File: config.mk
export PLATFORM = sky130hd
export DESIGN_NAME = vga_timing_gen_flat
export DESIGN_NICKNAME = d
export VERILOG_FILES = /design/src/rtl/vga_timing_gen_if.sv /design/src/rtl/vga_timing_gen.sv /design/src/flat_wrapper.sv
export SDC_FILE = /design/constraint.sdc
export NUM_CORES = 1
export LEC_CHECK = 0
export CAP_MARGIN = 20
export CORE_ASPECT_RATIO = 0.9
export CORE_MARGIN = 10
export CORE_UTILIZATION = 40
export DETAILED_ROUTE_END_ITERATION = 10
export PLACE_DENSITY = 0.65
export SYNTH_ARGS = -nofsm -noshare
export SYNTH_HDL_FRONTEND = slang
export SYNTH_SLANG_ARGS = --single-unit
File: constraint.sdc
create_clock -name clk25 -period 4.1 [get_ports clk25]
set_input_delay 0.82 -clock clk25 [delete_from_list [all_inputs] [get_ports clk25]]
set_output_delay 0.82 -clock clk25 [all_outputs]
set_load 0.1 [all_outputs]
File: src/rtl/vga_timing_gen_if.sv
// Raster timing bundle driven by vga_timing_gen and consumed by the pixel/colour pipeline.
interface vga_timing_gen_if;
  logic       screenEnd;
  logic       active;
  logic       hSync;
  logic       vSync;
  logic [9:0] x;
  logic [8:0] y;

  modport master (
    output screenEnd,
    output active,
    output hSync,
    output vSync,
    output x,
    output y
  );

  modport slave (
    input screenEnd,
    input active,
    input hSync,
    input vSync,
    input x,
    input y
  );
endinterface

File: src/rtl/vga_timing_gen.sv
// 640x480@60 VGA raster generator: free-running pixel/line counters with
// zero-latency combinational decodes so sync stays aligned with x/y.
module vga_timing_gen #(
  parameter int WIDTH   = 640,
  parameter int HEIGHT  = 480,
  parameter int H_FRONT = 16,
  parameter int H_SYNC  = 96,
  parameter int H_BACK  = 48,
  parameter int V_FRONT = 10,
  parameter int V_SYNC  = 2,
  parameter int V_BACK  = 33
) (
  input  logic              clk25,
  input  logic              reset,
  vga_timing_gen_if.master  vga
);

  localparam int H_TOTAL    = WIDTH + H_FRONT + H_SYNC + H_BACK;
  localparam int V_TOTAL    = HEIGHT + V_FRONT + V_SYNC + V_BACK;
  localparam int HS_START   = WIDTH + H_FRONT;
  localparam int HS_END     = WIDTH + H_FRONT + H_SYNC;
  localparam int VS_START   = HEIGHT + V_FRONT;
  localparam int VS_END     = HEIGHT + V_FRONT + V_SYNC;

  logic [9:0] hCount;
  logic [9:0] vCount;
  logic       hVisible;
  logic       vVisible;
  logic       inHSync;
  logic       inVSync;

  // Line counter advances only on the last pixel of a line, wrapping at the bottom.
  always_ff @(posedge clk25 or negedge reset) begin
    if (!reset) begin
      hCount <= '0;
      vCount <= '0;
    end else if (hCount == 10'(H_TOTAL - 1)) begin
      hCount <= '0;
      if (vCount == 10'(V_TOTAL - 1)) begin
        vCount <= '0;
      end else begin
        vCount <= vCount + 10'd1;
      end
    end else begin
      hCount <= hCount + 10'd1;
    end
  end

  assign hVisible = (hCount < 10'(WIDTH));
  assign vVisible = (vCount < 10'(HEIGHT));
  assign inHSync  = (hCount >= 10'(HS_START)) && (hCount < 10'(HS_END));
  assign inVSync  = (vCount >= 10'(VS_START)) && (vCount < 10'(VS_END));

  // Gating with reset keeps the visible flag and frame tick quiet while held in reset,
  // since the zeroed counters would otherwise decode as pixel (0,0).
  assign vga.x         = hCount;
  assign vga.y         = vCount[8:0];
  assign vga.active    = reset && hVisible && vVisible;
  assign vga.hSync     = !(reset && inHSync);
  assign vga.vSync     = !(reset && inVSync);
  assign vga.screenEnd = reset && (hCount == 10'd0) && (vCount == 10'(HEIGHT));

endmodule

File: src/flat_wrapper.sv
// flat-port wrapper written by rule: the top's interface ports become plain ports
module vga_timing_gen_flat 
#(
  parameter int WIDTH   = 640,
  parameter int HEIGHT  = 480,
  parameter int H_FRONT = 16,
  parameter int H_SYNC  = 96,
  parameter int H_BACK  = 48,
  parameter int V_FRONT = 10,
  parameter int V_SYNC  = 2,
  parameter int V_BACK  = 33
)
  (clk25, reset, vga_screenEnd, vga_active, vga_hSync, vga_vSync, vga_x, vga_y);
  vga_timing_gen_if vga_i ();
  input  logic clk25;
  input  logic reset;
  output wire logic [$bits(vga_i.screenEnd)-1:0] vga_screenEnd;
  output wire logic [$bits(vga_i.active)-1:0] vga_active;
  output wire logic [$bits(vga_i.hSync)-1:0] vga_hSync;
  output wire logic [$bits(vga_i.vSync)-1:0] vga_vSync;
  output wire logic [$bits(vga_i.x)-1:0] vga_x;
  output wire logic [$bits(vga_i.y)-1:0] vga_y;
  assign vga_screenEnd = vga_i.screenEnd;
  assign vga_active = vga_i.active;
  assign vga_hSync = vga_i.hSync;
  assign vga_vSync = vga_i.vSync;
  assign vga_x = vga_i.x;
  assign vga_y = vga_i.y;
  vga_timing_gen #(.WIDTH(WIDTH), .HEIGHT(HEIGHT), .H_FRONT(H_FRONT), .H_SYNC(H_SYNC), .H_BACK(H_BACK), .V_FRONT(V_FRONT), .V_SYNC(V_SYNC), .V_BACK(V_BACK)) u_core (.clk25(clk25), .reset(reset), .vga(vga_i));
endmodule
# After elaboration in Yosys (flattened, before gate mapping)
# Index checks and enable logic that the tools add are counted.
[totals] wordCells=26 register_bits=20 inputBits=2
[op_classes] order_cmp=6 eq_ne=3 n_reduce_logical=11 add_sub_neg=2 mux=2
[op_table] op="adder 10 x 1 -> 10 bit (second input constant)" n=2
[op_table] op="equality test 10 bit (second input constant)" n=2
[op_table] op="less-than comparator 10 bit (second input constant)" n=2
[op_table] op="less-than comparator 10 x 9 -> 1 bit (second input constant)" n=2
[op_table] op="two-way mux 10 bit" n=2
[op_table] op="equality test 10 x 9 -> 1 bit (second input constant)" n=1
[op_table] op="greater-or-equal comparator 10 bit (second input constant)" n=1
[op_table] op="greater-or-equal comparator 10 x 9 -> 1 bit (second input constant)" n=1
[op_table] op="zero test 10 bit" n=1
[op_table] op="logical AND 1 bit" n=8
[op_table] op="zero test 1 bit" n=2

# Depth between registers and ports, before layout
[depth] depth_word=4 ltp_mapped=6 depth_no_buf=6

# Worst setup path after synthesis
# No wires, ideal clock.
[synth_path] path_type="register -> output" from="register u_core.hCount[0] (netlist: u_core.vga.x[0])" to="output port vga_screenEnd" t_required_ns=3.280 path_stages_with_launch=5 slack_ns=1.203 path_buffers=0 arrival_ns=2.077 cell_sequence="dfrtp_1 inv_1 ha_1 nor4b_1 and4_1"
[synth_via] elab_chain_len=3
[synth_lines] element="start, declared" line_no="vga_timing_gen.sv:25" rtl="logic [9:0] hCount;"
[synth_lines] element="start signal, assigned" line_no="vga_timing_gen.sv:45" rtl="hCount <= hCount + 10'd1;"
[synth_lines] element="zero test 10 bit" line_no="vga_timing_gen.sv:61" rtl="assign vga.screenEnd = reset && (hCount == 10'd0) && (vCount == 10'(HEIGHT));"
[synth_lines] element="logical AND 1 bit (2 in series)" line_no="vga_timing_gen.sv:61"
[synth_lines] element="end, declared" line_no="flat_wrapper.sv:17" rtl="output wire logic [$bits(vga_i.screenEnd)-1:0] vga_screenEnd;"
# Every way passes these cells.

# Worst setup path in the final report
[layout_path] from="input port reset" to="output port vga_hSync"
[layout_via] elab_chain_len=2
[layout_lines] element="start, declared" line_no="flat_wrapper.sv:16" rtl="input logic reset;"
[layout_lines] element="logical AND 1 bit" line_no="vga_timing_gen.sv:59" rtl="assign vga.hSync = !(reset && inHSync);"
[layout_lines] element="zero test 1 bit" line_no="vga_timing_gen.sv:59"
[layout_lines] element="end, declared" line_no="flat_wrapper.sv:19" rtl="output wire logic [$bits(vga_i.hSync)-1:0] vga_hSync;"
# Every way passes these cells.

==> metrics.csv <==
metric;value;unit
synth_compound_area_frac;0.05508;
cts-buffers-inserted;3;
setup_viol;0;
fin_crit_sh;0.7261;
peakVddDrop;151.2;uV
syn_inst;117;
crit_slowest_cell;clkdlybuf4s50_1;
vias;936;
critPathLaunch;reset;
track_usage;0.09990;
cts_setup_buffers;0;
rrSetupSlack;1.96;ns
fillers;261;
cts_resized;0;
top_level_ports;25;
synth_mux_area_frac;0;
grt_max_degree;22;
yosysSeqAreaShare;0.4320;
synth_top_family_by_area;simple AND/OR/NAND/NOR gates;
grt_pass1_wl;4.595;mm
syn-num-nets;123;
pre_cts_slack;1.097;ns
max_freq;335.9;MHz
max_stage_delay;0.49;ns
synth_area_leaders;dfrtp_1 (43%), xnor2_1 (7.6%), buf_4 (5.8%);
clock_latency;0.31;ns
fin_crit;2.977;ns
critical_path_arrival;2.16;ns
cts.sink_count;20;
required;3.28;ns
reg2reg_from;u_core.vga.x[5]$_DFF_PN0_;
crit_path_end_kind;output pin;
die_x;76.73;um
min_path_type;reg -> reg;
crit_family;buffers and inverters;
synth_top_cell_area_share;0.4320;
port_buffers;24;
drv.max_cap_violation_count;0;
cp_max_fo;21;
power_density;227.0;nW/um^2
via_per_inst;5.349;
synth_top_cell_by_area;dfrtp_1;
ys_warn_count;0;
synthSimpleGateAreaFrac;0.2765;
num_rows;18;
avgSynthCellArea;9.903;um^2
synth_seq_cells;20;
dpl.hpwl;2.020;mm
postRouteAntennaNets;0;
path_cells;clkdlybuf4s50_1 -> buf_4 -> and4b_1 -> nand3_1 -> buf_12;
cts-htree-levels;1;
relSlewSlack;0.3322;
synth-adder-area-share;0.04320;
clk_pin_slew_worst_paths;0.12;ns
fin_nets;142;
netlist_area;1159;um^2
cp_num_buf_inv;3;
slew_viol_final;0;
die_y;71.06;um
routabilityCongestion;0.8158;
setup_slack;1.123;ns
tritoncts;built;
die-area;5452;um^2
grt_overflow_total;0;
post_drt_wl_per_cell;15.55;um
worstSetupStartpointType;primary input;
rsz0062_at_grt;no;
drt-initial-drc-count;94;
finalHoldViolCount;0;
grt_pass1_vias;901;
antenna_found_initial;0;
power_leakage;0.6164;nW
fin_tns_setup;0;ns
crit_type;in -> out;
synth.distinct_cells;33;
syn2layout_area_growth;25.05;%
clockBufferDepth;2;
outcome;finished clean;
core_area;2770;um^2
antenna_cells;0;
synth_xor_xnor_area_share;0.09827;
drive_above_1_share;0.08148;
tightest_slew;0.9985;ns
final.setup_skew;0.009000;ns
cts_root_buf;clkbuf_4;
firstDrtPassIters;4;
initial_core_util;0.4182;
postCtsHoldBufs;0;
wl;2.722;mm
min_from;u_core.vCount[7]$_DFFE_PN0N_;
drc;0;
cells in the final DEF (no fill, tap or decap):
| cell | Yosys | routed |
|---|---|---|
| dfrtp_1 | 20 | 20 |
| and4b_1 | 1 | 1 |
| nand4_1 | 5 | 5 |
| nor3_1 | 1 | 1 |
| clkbuf_4 | 0 | 3 |
| xnor2_1 | 10 | 10 |
| nor4_2 | 1 | 1 |
| a41o_1 | 1 | 1 |
| o31ai_1 | 1 | 1 |
| nor3b_1 | 1 | 1 |
| o21a_1 | 1 | 1 |
| buf_4 | 9 | 1 |
| ha_1 | 4 | 4 |
| o21ai_0 | 5 | 5 |
| clkbuf_8 | 0 | 1 |
| and3_1 | 4 | 4 |
| nand2_1 | 4 | 4 |
| a21oi_1 | 1 | 1 |
| nor4_1 | 5 | 5 |
| inv_1 | 7 | 7 |
| nor3_4 | 1 | 1 |
| and4_1 | 1 | 1 |
| nand4b_1 | 2 | 2 |
| xor2_1 | 3 | 3 |
| a22o_1 | 1 | 1 |
| or3_1 | 1 | 1 |
| or4b_1 | 1 | 1 |
| nor2b_1 | 2 | 2 |
| clkdlybuf4s50_1 | 0 | 20 |
| buf_12 | 0 | 4 |
| nor4b_1 | 1 | 1 |
| nand3_1 | 10 | 10 |
| and3b_1 | 1 | 1 |
| nor4bb_1 | 1 | 1 |
| nor2_1 | 9 | 9 |
worst paths after layout:
path                                                end  depth (start not counted)
setup / recovery                              vga_hSync                          5
hold / removal             u_core.vCount[7]$_DFFE_PN0N_                          1
setup reg to reg              u_core.vga.x[9]$_DFF_PN0_                          4
hold reg to reg            u_core.vCount[7]$_DFFE_PN0N_                          1
max in group asynchronous  u_core.vCount[4]$_DFFE_PN0N_                          2
min in group asynchronous     u_core.vga.x[8]$_DFF_PN0_                          2
layout make-up:
| type | instances | area [um^2] | share of cell area |
|---|---|---|---|
| Sequential cell | 20 | 500.5 | 0.3454 |
| Timing Repair Buffer | 25 | 287.8 | 0.1986 |
| Tap cell | 40 | 50.05 | 0.03454 |
| Clock buffer | 4 | 36.28 | 0.02504 |
| Multi-Input combinational cell | 79 | 548.0 | 0.3782 |
| Inverter | 7 | 26.28 | 0.01813 |
Yosys cell counts (all sizes together):
cell	n
or3	1
and4b	1
nor2	9
nor4bb	1
nor3b	1
and4	1
o31ai	1
a41o	1
and3	4
nand4	5
xnor2	10
nor4	6
buf	11
a21oi	1
o21a	1
o21ai	5
nor4b	1
a22o	1
nor3	2
nand3	10
and3b	1
dfrtp	20
ha	4
nand2	4
nand4b	2
or4b	1
nor2b	2
inv	7
xor2	3
cell families (layout without fill, tap and decap cells):
group / Yosys count / count (layout)
buf+inv: 18 / 36
simple gates: 52 / 52
flops: 20 / 20
xor+xnor: 13 / 13
fa+ha+maj: 4 / 4
compound gates: 10 / 10
layer usage:
metal / part of all wire / track usage / vias to the layer above
met5: 0 / 0 / -
met4: 0.0092 / 0.01856 / 0
met3: 0.078 / 0.04167 / 4
met2: 0.46 / 0.1581 / 32
met1: 0.45 / 0.1250 / 453
li1: - / - / 447
registers in the layout, indices dropped and copies added, names as in the netlist:
register / flops
u_core.vCount: 10
u_core.vga.x: 10
worst register-to-register path, cell delays in order, from the launching register on:
cell     delay (ns)
dfrtp_1        0.49
or4b_1         0.71
nor3_4         0.48
o21ai_0        0.17
a22o_1         0.19
through the flow:
step | util | area (um^2) | hold WS (ns) | cells | power, W
finish | 0.5230 | 1449 | 0.5283 | 175 | 0.0003288
global placement | 0.5099 | 1413 | 0.5126 | 171 | 0.0002140
global route | 0.5230 | 1449 | 0.5870 | 175 | 0.0003400
CTS | 0.5230 | 1449 | 0.5368 | 175 | 0.0003300
floorplan | - | 1159 | 0.4812 | 117 | 0.0002056
detailed placement | 0.5099 | 1413 | 0.5198 | 171 | 0.0002143
power by group:
part | switching (W) | internal, W
Combinational | 0.00000907 | 0.00000386
Clock | 0.0000645 | 0.0000543
Sequential | 0 | 0.000197
No activity file was read; power rests on OpenSTA's default activity.
